### src/rtl/bcd_pkg.sv
// Shared types and constants for the serial BCD adder: FSM encoding, digit width
// and the decimal-correction constants.
package bcd_pkg;

    localparam int         BCD_DIGIT_W    = 4;
    localparam logic [4:0] BCD_MAX_DIGIT  = 5'd9;
    localparam logic [4:0] BCD_CORRECTION = 5'd6;

    typedef enum logic [1:0] {
        IDLE = 2'd0,
        LOAD = 2'd1,
        ADD  = 2'd2,
        DONE = 2'd3
    } state_t;

    // A nibble outside 0..9 is not a legal BCD digit.
    function automatic logic bcd_invalid(input logic [BCD_DIGIT_W-1:0] d);
        return {1'b0, d} > BCD_MAX_DIGIT;
    endfunction

endpackage

### src/rtl/bcd_digit_add.sv
// One decimal digit of addition: binary sum of two BCD nibbles plus carry,
// corrected by +6 whenever the binary result passes 9.
module bcd_digit_add
    import bcd_pkg::*;
(
    input  logic [BCD_DIGIT_W-1:0] a,
    input  logic [BCD_DIGIT_W-1:0] b,
    input  logic                   cin,
    output logic [BCD_DIGIT_W-1:0] digit,
    output logic                   cout
);
    logic [BCD_DIGIT_W:0]   s;
    logic [BCD_DIGIT_W-1:0] adj;

    assign s     = {1'b0, a} + {1'b0, b} + {{BCD_DIGIT_W{1'b0}}, cin};
    // Only the low nibble survives the correction, which gives the mod-16 wrap.
    assign adj   = s[BCD_DIGIT_W-1:0] + BCD_CORRECTION[BCD_DIGIT_W-1:0];
    assign cout  = s > BCD_MAX_DIGIT;
    assign digit = cout ? adj : s[BCD_DIGIT_W-1:0];
endmodule

### src/rtl/bcd_serial_adder_ctrl.sv
// Serial packed-BCD adder: one shared digit adder walks the operands LSD first.
// Define BCD_DIGIT_CHECK_EN to build the sticky invalid-digit flag on err.
module bcd_serial_adder_ctrl
    import bcd_pkg::*;
#(
    parameter int DIGITS = 4
)(
    input  logic                          clk,
    input  logic                          rst_n,
    input  logic                          start,
    input  logic [BCD_DIGIT_W*DIGITS-1:0] a,
    input  logic [BCD_DIGIT_W*DIGITS-1:0] b,
    input  logic                          cin,
    output logic                          busy,
    output logic                          done,
    output logic [BCD_DIGIT_W*DIGITS-1:0] sum,
    output logic                          cout,
    output logic                          err
);
    localparam int IW = (DIGITS > 1) ? $clog2(DIGITS) : 1;

    state_t                        state_q, state_d;
    logic [BCD_DIGIT_W*DIGITS-1:0] a_q, b_q;
    logic                          c_q;
    logic [IW-1:0]                 idx;
    logic [BCD_DIGIT_W-1:0]        a_i, b_i, d_sum;
    logic                          d_cout, last;

    assign a_i  = a_q[idx*BCD_DIGIT_W +: BCD_DIGIT_W];
    assign b_i  = b_q[idx*BCD_DIGIT_W +: BCD_DIGIT_W];
    assign last = (idx == IW'(DIGITS-1));

    bcd_digit_add u_dig (
        .a     (a_i),
        .b     (b_i),
        .cin   (c_q),
        .digit (d_sum),
        .cout  (d_cout)
    );

    always_ff @(posedge clk or negedge rst_n) begin
        if (!rst_n) state_q <= IDLE;
        else        state_q <= state_d;
    end

    always_comb begin
        state_d = state_q;
        busy    = 1'b0;
        done    = 1'b0;
        case (state_q)
            IDLE: if (start) state_d = LOAD;
            LOAD: begin
                busy    = 1'b1;
                state_d = ADD;
            end
            ADD: begin
                busy = 1'b1;
                if (last) state_d = DONE;
            end
            DONE: begin
                done    = 1'b1;
                state_d = IDLE;
            end
            default: state_d = IDLE;
        endcase
    end

`ifdef BCD_DIGIT_CHECK_EN
    logic err_q;
    assign err = err_q;
`else
    assign err = 1'b0;
`endif

    always_ff @(posedge clk or negedge rst_n) begin
        if (!rst_n) begin
            a_q   <= '0;
            b_q   <= '0;
            c_q   <= 1'b0;
            idx   <= '0;
            sum   <= '0;
            cout  <= 1'b0;
`ifdef BCD_DIGIT_CHECK_EN
            err_q <= 1'b0;
`endif
        end else begin
            case (state_q)
                IDLE: if (start) begin
                    a_q   <= a;
                    b_q   <= b;
                    c_q   <= cin;
`ifdef BCD_DIGIT_CHECK_EN
                    err_q <= 1'b0;
`endif
                end
                LOAD: begin
                    idx  <= '0;
                    sum  <= '0;
                    cout <= 1'b0;
                end
                ADD: begin
                    sum[idx*BCD_DIGIT_W +: BCD_DIGIT_W] <= d_sum;
                    c_q <= d_cout;
                    idx <= idx + 1'b1;
                    if (last) cout <= d_cout;
`ifdef BCD_DIGIT_CHECK_EN
                    if (bcd_invalid(a_i) || bcd_invalid(b_i)) err_q <= 1'b1;
`endif
                end
                default: ;
            endcase
        end
    end
endmodule

### config.mk
export PLATFORM = sky130hd
export DESIGN_NAME = bcd_serial_adder_ctrl
export DESIGN_NICKNAME = d
export VERILOG_FILES = /design/src/rtl/bcd_pkg.sv /design/src/rtl/bcd_digit_add.sv /design/src/rtl/bcd_serial_adder_ctrl.sv
export SDC_FILE = /design/constraint.sdc
export NUM_CORES = 1
export LEC_CHECK = 0
export CAP_MARGIN = 30
export CORE_UTILIZATION = 45
export CTS_CLUSTER_DIAMETER = 80
export CTS_CLUSTER_SIZE = 8
export DETAILED_ROUTE_END_ITERATION = 16
export DONT_BUFFER_PORTS = 1
export MAX_ROUTING_LAYER = met4
export SETUP_SLACK_MARGIN = 0.05
export SYNTH_ARGS = -nofsm -noshare
export SYNTH_HDL_FRONTEND = slang
export SYNTH_SLANG_ARGS = --single-unit
### constraint.sdc
create_clock -name clk -period 8.1 [get_ports clk]
set_input_delay 1.62 -clock clk [delete_from_list [all_inputs] [get_ports clk]]
set_output_delay 1.62 -clock clk [all_outputs]
set_load 0.02 [all_outputs]
-- Word-level counts from Yosys, hierarchy flattened
Cells that the tools add are included.
- flip-flop bits (word level): 54
- bits in latches: 0
- bits in writable memories: 0
- ROM bits: 0
- input bits: 36
- output and inout bits: 20
- logic and storage cells: 44
- memories: 0
- $add $sub $neg: 5
- multiply operators: 0
- div/mod/pow operators: 0
- order comparisons: 1
- equality and inequality tests: 6
- shift operators: 4
- muxes and demuxes: 13
- bitwise operators: 0
- reduce and logical (&&, ||, !) cells: 8
- operator list (cell ; number):
    $neg 4->34 ; 1
    $shift 4x34->16 const A ; 1
    $shiftx 4x34->16 ; 1
    $pmux 16 s2 ; 1
    $shiftx 16x5->4 ; 2
    $bwmux 16 ; 1
    $pmux 2 s4 ; 1
    $reduce_and 2->1 ; 4
    $eq 2x2->1 const B ; 3
    $add 4x4->5 ; 1
    $add 5x1->5 ; 1
    $gt 5x4->1 const B ; 1
    $add 4x3->4 const B ; 1
    $mux 1 ; 4
    $mux 2 ; 2
    $mux 4 ; 1
    $ne 2x2->1 const B ; 2
    $pmux 1 s2 ; 2
    $pmux 2 s2 ; 1
    $reduce_bool 2->1 ; 2
    $add 2x1->2 const B ; 1
    $eq 2x1->1 const B ; 1
    $logic_not 2->1 ; 1
    $reduce_or 2->1 ; 1

-- Longest topological paths before layout
- word-level depth: 8
- gate-level depth with buffers: 12
- gate-level depth less buffers: 11

-- Hierarchy
From an unflattened synthesis, not the netlist that was laid out.
- cells, all modules: 188
- area total of the unflattened synthesis: 2676.3 um^2
- by module, submodules not included (module ; instances ; cells an instance ; area each (um^2) ; seq. area each (um^2)):
    bcd_serial_adder_ctrl ; 1 ; 166 ; 2464.9 ; 1351.3
    bcd_digit_add ; 1 ; 22 ; 211.5 ; 0.0

-- Worst setup path before layout
Ideal clock, no wire load.
- kind: register to register
- start: reg idx[0]
- end: reg sum[1]
- setup time: 131 ps
- data arrival time: 3705 ps
- required time: 7969 ps
- setup slack: 4264 ps
- cell stages (with the launch flop): 13
- path buffers: 1
- period minus slack after synthesis: 3836 ps
- path through: dfrtp_1 > buf_1 > mux4_2 > fa_1 > fa_1 > xor2_1 > inv_2 > ha_1 > nor2b_1 > a31o_1 > o31ai_4 > xnor2_1 > o21ai_1
- word-level cells in the longest chain between the ends: 8
- elaborated cells between the ends (all ways): 12
- classes of those cells: 4 x add/sub; 1 x order compare; 4 x shift; 3 x mux
- RTL lines (element ; line ; source):
    from (decl) ; bcd_serial_adder_ctrl.sv:25 ; logic [IW-1:0] idx;
    from (signal assigned) ; bcd_serial_adder_ctrl.sv:104 ; idx <= idx + 1'b1;
    $shiftx 16x5->4, on equally long branches ; bcd_serial_adder_ctrl.sv:29, bcd_serial_adder_ctrl.sv:30 ;
    $add 4x4->5 ; bcd_digit_add.sv:15 ; assign s = {1'b0, a} + {1'b0, b} + {{BCD_DIGIT_W{1'b0}}, cin};
    $add 5x1->5 ; bcd_digit_add.sv:15 ;
    $add 4x3->4 or $gt 5x4->1 (tied branches) ; bcd_digit_add.sv:17, bcd_digit_add.sv:18 ;
    $mux 4 ; bcd_digit_add.sv:19 ; assign digit = cout ? adj : s[BCD_DIGIT_W-1:0];
    $shiftx 4x34->16 ; bcd_serial_adder_ctrl.sv:102 ; sum[idx*BCD_DIGIT_W +: BCD_DIGIT_W] <= d_sum;
    $bwmux 16 * ; bcd_serial_adder_ctrl.sv:102 ;
    $pmux 16 s2 * ; bcd_serial_adder_ctrl.sv:87 ; case (state_q)
    to (signal, indexed assignment) ; bcd_serial_adder_ctrl.sv:102 ;
    to (decl) ; bcd_serial_adder_ctrl.sv:16 ; output logic [BCD_DIGIT_W*DIGITS-1:0] sum,
Mark *: on every way between the ends. The rest lies on a longest branch, timed or not.
A chain may end at the register's enable or synchronous reset.

-- Worst setup path after layout
- start: reg idx[0]
- end: reg sum[7]
The elaborated chain is that of the path after synthesis.

==> results.txt <==
* Area used by multi-input combinational logic: 1184 um2
* Hold/Removal Path Class: reg -> reg
- Pin placement for this block handled 56 I/O pins.
* Headroom to the max-slew limit: 54.86%
- TritonRoute pass-1 iters: 4
* Antenna violations before repair: 0
- In this run the worst path has a maximum fanout of 14.
- Number of buffer cells added on primary ports: 0
- In the detailed route, the total length drawn on met2 is 2528 um.
- At the worst endpoint, the required time is 8280 ps.
- Unrepaired setup endpoints after global routing: no
- Counting instances, the worst hold path has a depth of 1.
- Count of instances resized after the clock tree is built: 0
- The sequential cells in the finished layout cover a total of 1351 um2.
- The number of antenna diodes in the final layout is 0.
- Number of standard cells after synthesis: 203
- For the worst setup path, the data arrival time is 4240 ps.
* Final setup fails: 0
* Vias in the first global route: 1,746
* H-tree depth: 2
* Proportion of netlist area held by the largest area contributor: 52.00%
- Type of the setup path with the least slack: reg -> reg
- Largest cells by area after synthesis: sky130_fd_sc_hd__dfrtp_1, sky130_fd_sc_hd__mux2_2, sky130_fd_sc_hd__mux4_2
* Worst path most repeated cell: sky130_fd_sc_hd__fa_1
* DRC errors left: 0
- Entering global routing, the biggest net connects 55 pins.
* Buffer depth of the longest clock path: 2
- Routed vias: ~1,600
* Starting DRT DRC Count: 67
* Via density per instance: approximately 5.7
- Ranked by instance count, the synthesized netlist is headed by sky130_fd_sc_hd__dfrtp_1, sky130_fd_sc_hd__mux2_2, sky130_fd_sc_hd__nand2_1.
* Post-synth EDFFs: 0
- GPL Wtd Cong: 0.7676
- Summing every instance area after synthesis gives 2599 um2.
- The Yosys step of the flow raised 0 warnings.
- Fill cells in the final layout number 503.
- Cell type with the largest total area after synthesis: sky130_fd_sc_hd__dfrtp_1
- TritonCTS clock tree: built
* Slowest stage cell on the critical path: sky130_fd_sc_hd__dfrtp_1
- Clock transition at the register clock pins on the worst setup and hold paths after CTS: 100 ps
- TritonCTS buffer count: 5
- The core region is around 5500 um2.
- For the pin with the worst max-slew slack, the measured transition is 677.1 ps.
- The initialized floorplan defines 27 standard-cell rows.
- The worst hold path begins at a_q[11].
- Average detailed-routed wire length per instance: 17.66 um
* Path depth of the worst reg2reg path: 11
- The number of pins exceeding their max-slew limit in the final report is 0.
- The run finished with clean final reports.
- Ratio of final minimum period to clock period: 50.14%
- After detailed routing, the total wire length is ~4900 um.
- In the final layout, the share of cells above drive strength 1 is 24.39%.
- Register area share after synthesis: around 52%
* Die boundary height: 78.00 um
- Launch point of the worst reg-to-reg path: idx[0]
- Area grow syn2layout: 6.885%
- Wire length of the first global-routing pass: 8349 um
* Root buffer selected by CTS: sky130_fd_sc_hd__clkbuf_8
* Most frequently used cell type in the post-synthesis netlist: sky130_fd_sc_hd__dfrtp_1
- The worst setup path is captured at a flop.
- Sinks on the clock net: between 50 and 60
- Asr flop ratio synth: 100.0%
- Starting Density: 46.91%
- Clk Latency, worst-skew pair: about 300 ps
- After the last flow step, the layout net total stands at 254.
- Clock skew on the completed layout was measured at 10.29 ps.
- Die width: 78.00 um
- For this run, the total global-route usage over all layers was measured as 18.47%.
- STA classifies the critical path startpoint as a flop.
- R2r endpoint: sum[7]
- Hold-fix buffers at CTS: 0
- Based on the critical path, the design can be clocked at up to 246.2 MHz.
* Post-Synthesis Net Count: roughly 250
* Met3 wire len: 246 um
- The number of endpoints with negative hold slack in the final report was 0.
- Number of nets still failing antenna checks after routing: 0
- After global routing the overflow that remains totals 0.
- For hold timing, the worst endpoint is a_q[11].
- Traced cell by cell, the critical path runs through mux4_2 > fa_1 > fa_1 > xor2_1 > inv_2 > ha_1 > nor2b_1 > a31o_1 > a2111oi_0 > nand2b_1 > o21ai_0.
- After legalization and detailed placement, the total HPWL measured 3871 um.
- The tool flagged a number of max-cap violations equal to 0.
- Uppermost signal routing layer after detailed routing: met4
- After routing, the total negative slack on setup checks comes to 0 ps.
- In this design, the stage delay of the slowest critical-path cell is 790 ps.
- In this run the post-CTS setup repair buffer count came out at 0.
- Die Area: 6083 um2
- After layout, the minimum clock period comes to 4061 ps.
* Commonest register cell after synthesis: sky130_fd_sc_hd__dfrtp_1
- Average cell area after synthesis: 12.80 um2
- Number of register bits inferred by synthesis: 54
* Post-synth cell types: 38
* Worst R2R Setup Slack: 4040 ps
* Met1 Routed Length: 2019 um
==> critical path: cells and delay by family (launching register included) <==
kind	cells	cell delay [ps]
xor+xnor	1	240
simple gates	2	400
fa+ha+maj	3	1090
mux	1	600
flops	1	790
buf+inv	1	80
compound gates	3	730
==> cells by family after synthesis <==
kind of cell,after synthesis,synth area share (%)
buf+inv,16,2.455
other cells,1,0.1443
mux,40,20.80
xor+xnor,2,0.6742
compound gates,40,9.774
simple gates,36,6.837
fa+ha+maj,14,7.318
flops,54,52.00
==> registers in the layout, summed over array words and instances, names as in the netlist <==
signal and cells:
b_q 16, cout 1, sum 16, idx 2
state_q 2, a_q 16, c_q 1
==> per-stage QoR <==
stage          instance area, um2  setup slack [ps]  hold WS [ps]  util (%)  cells
5_1_grt                      2778              3616         536.2     50.14    277
6_report                     2778              4039         508.9     50.14    277
3_3_place_gp                 2659              4213         483.1     47.99    268
4_1_cts                      2778              4003         509.1     50.14    277
2_1_floorplan                2599              4264         473.8         -    203
3_5_place_dp                 2686              4029         489.5     48.49    269
==> cell usage in the layout, fill, tap and decap left out, types with 2 or more instances in the layout <==
cell type	n
sky130_fd_sc_hd__dfrtp_1	54
sky130_fd_sc_hd__nand2_1	18
sky130_fd_sc_hd__mux2_2	32
sky130_fd_sc_hd__o21ai_1	6
sky130_fd_sc_hd__clkbuf_8	6
sky130_fd_sc_hd__ha_1	12
sky130_fd_sc_hd__inv_1	8
sky130_fd_sc_hd__nand2b_1	2
sky130_fd_sc_hd__a21oi_1	9
sky130_fd_sc_hd__nand4_1	2
sky130_fd_sc_hd__nor2b_1	6
sky130_fd_sc_hd__fa_1	2
sky130_fd_sc_hd__mux4_2	8
sky130_fd_sc_hd__nand3_1	3
sky130_fd_sc_hd__o21ai_0	13
==> routing by layer <==
metal  vias to the layer above  global-route usage [%]
met4                         0                   7.222
met1                       782                   22.00
met5                         -                       -
met3                         9                   3.765
li1                        727                       -
met2                        55                   30.88
==> how the worst max path moves through the flow <==
| stage | depth (start not counted) | slack [ps] | end | startpoint |
|---|---|---|---|---|
| final | 11 | 4040 | sum[7] | idx[0] |
| after global routing | 11 | 3620 | sum[7] | idx[0] |
| after CTS | 10 | 4000 | sum[6] | idx[0] |
| after detailed placement | 10 | 4030 | sum[6] | idx[0] |
| after global placement | 11 | 4210 | sum[5] | idx[0] |
| after floorplan | 12 | 4260 | sum[1] | idx[0] |
==> area by class of cell <==
| class | instances | area share [%] |
|---|---|---|
| tap | 72 | 3.243 |
| clock buffer | 7 | 3.108 |
| inverter | 9 | 1.216 |
| timing repair buffer | 1 | 0.9910 |
| sequential | 54 | 48.65 |
| multi-input combinational | 133 | 42.61 |
| clock inverter | 1 | 0.1802 |
Power is not shown: default switching activity piles up to over one toggle a cycle in this logic, so the estimate is an artifact.
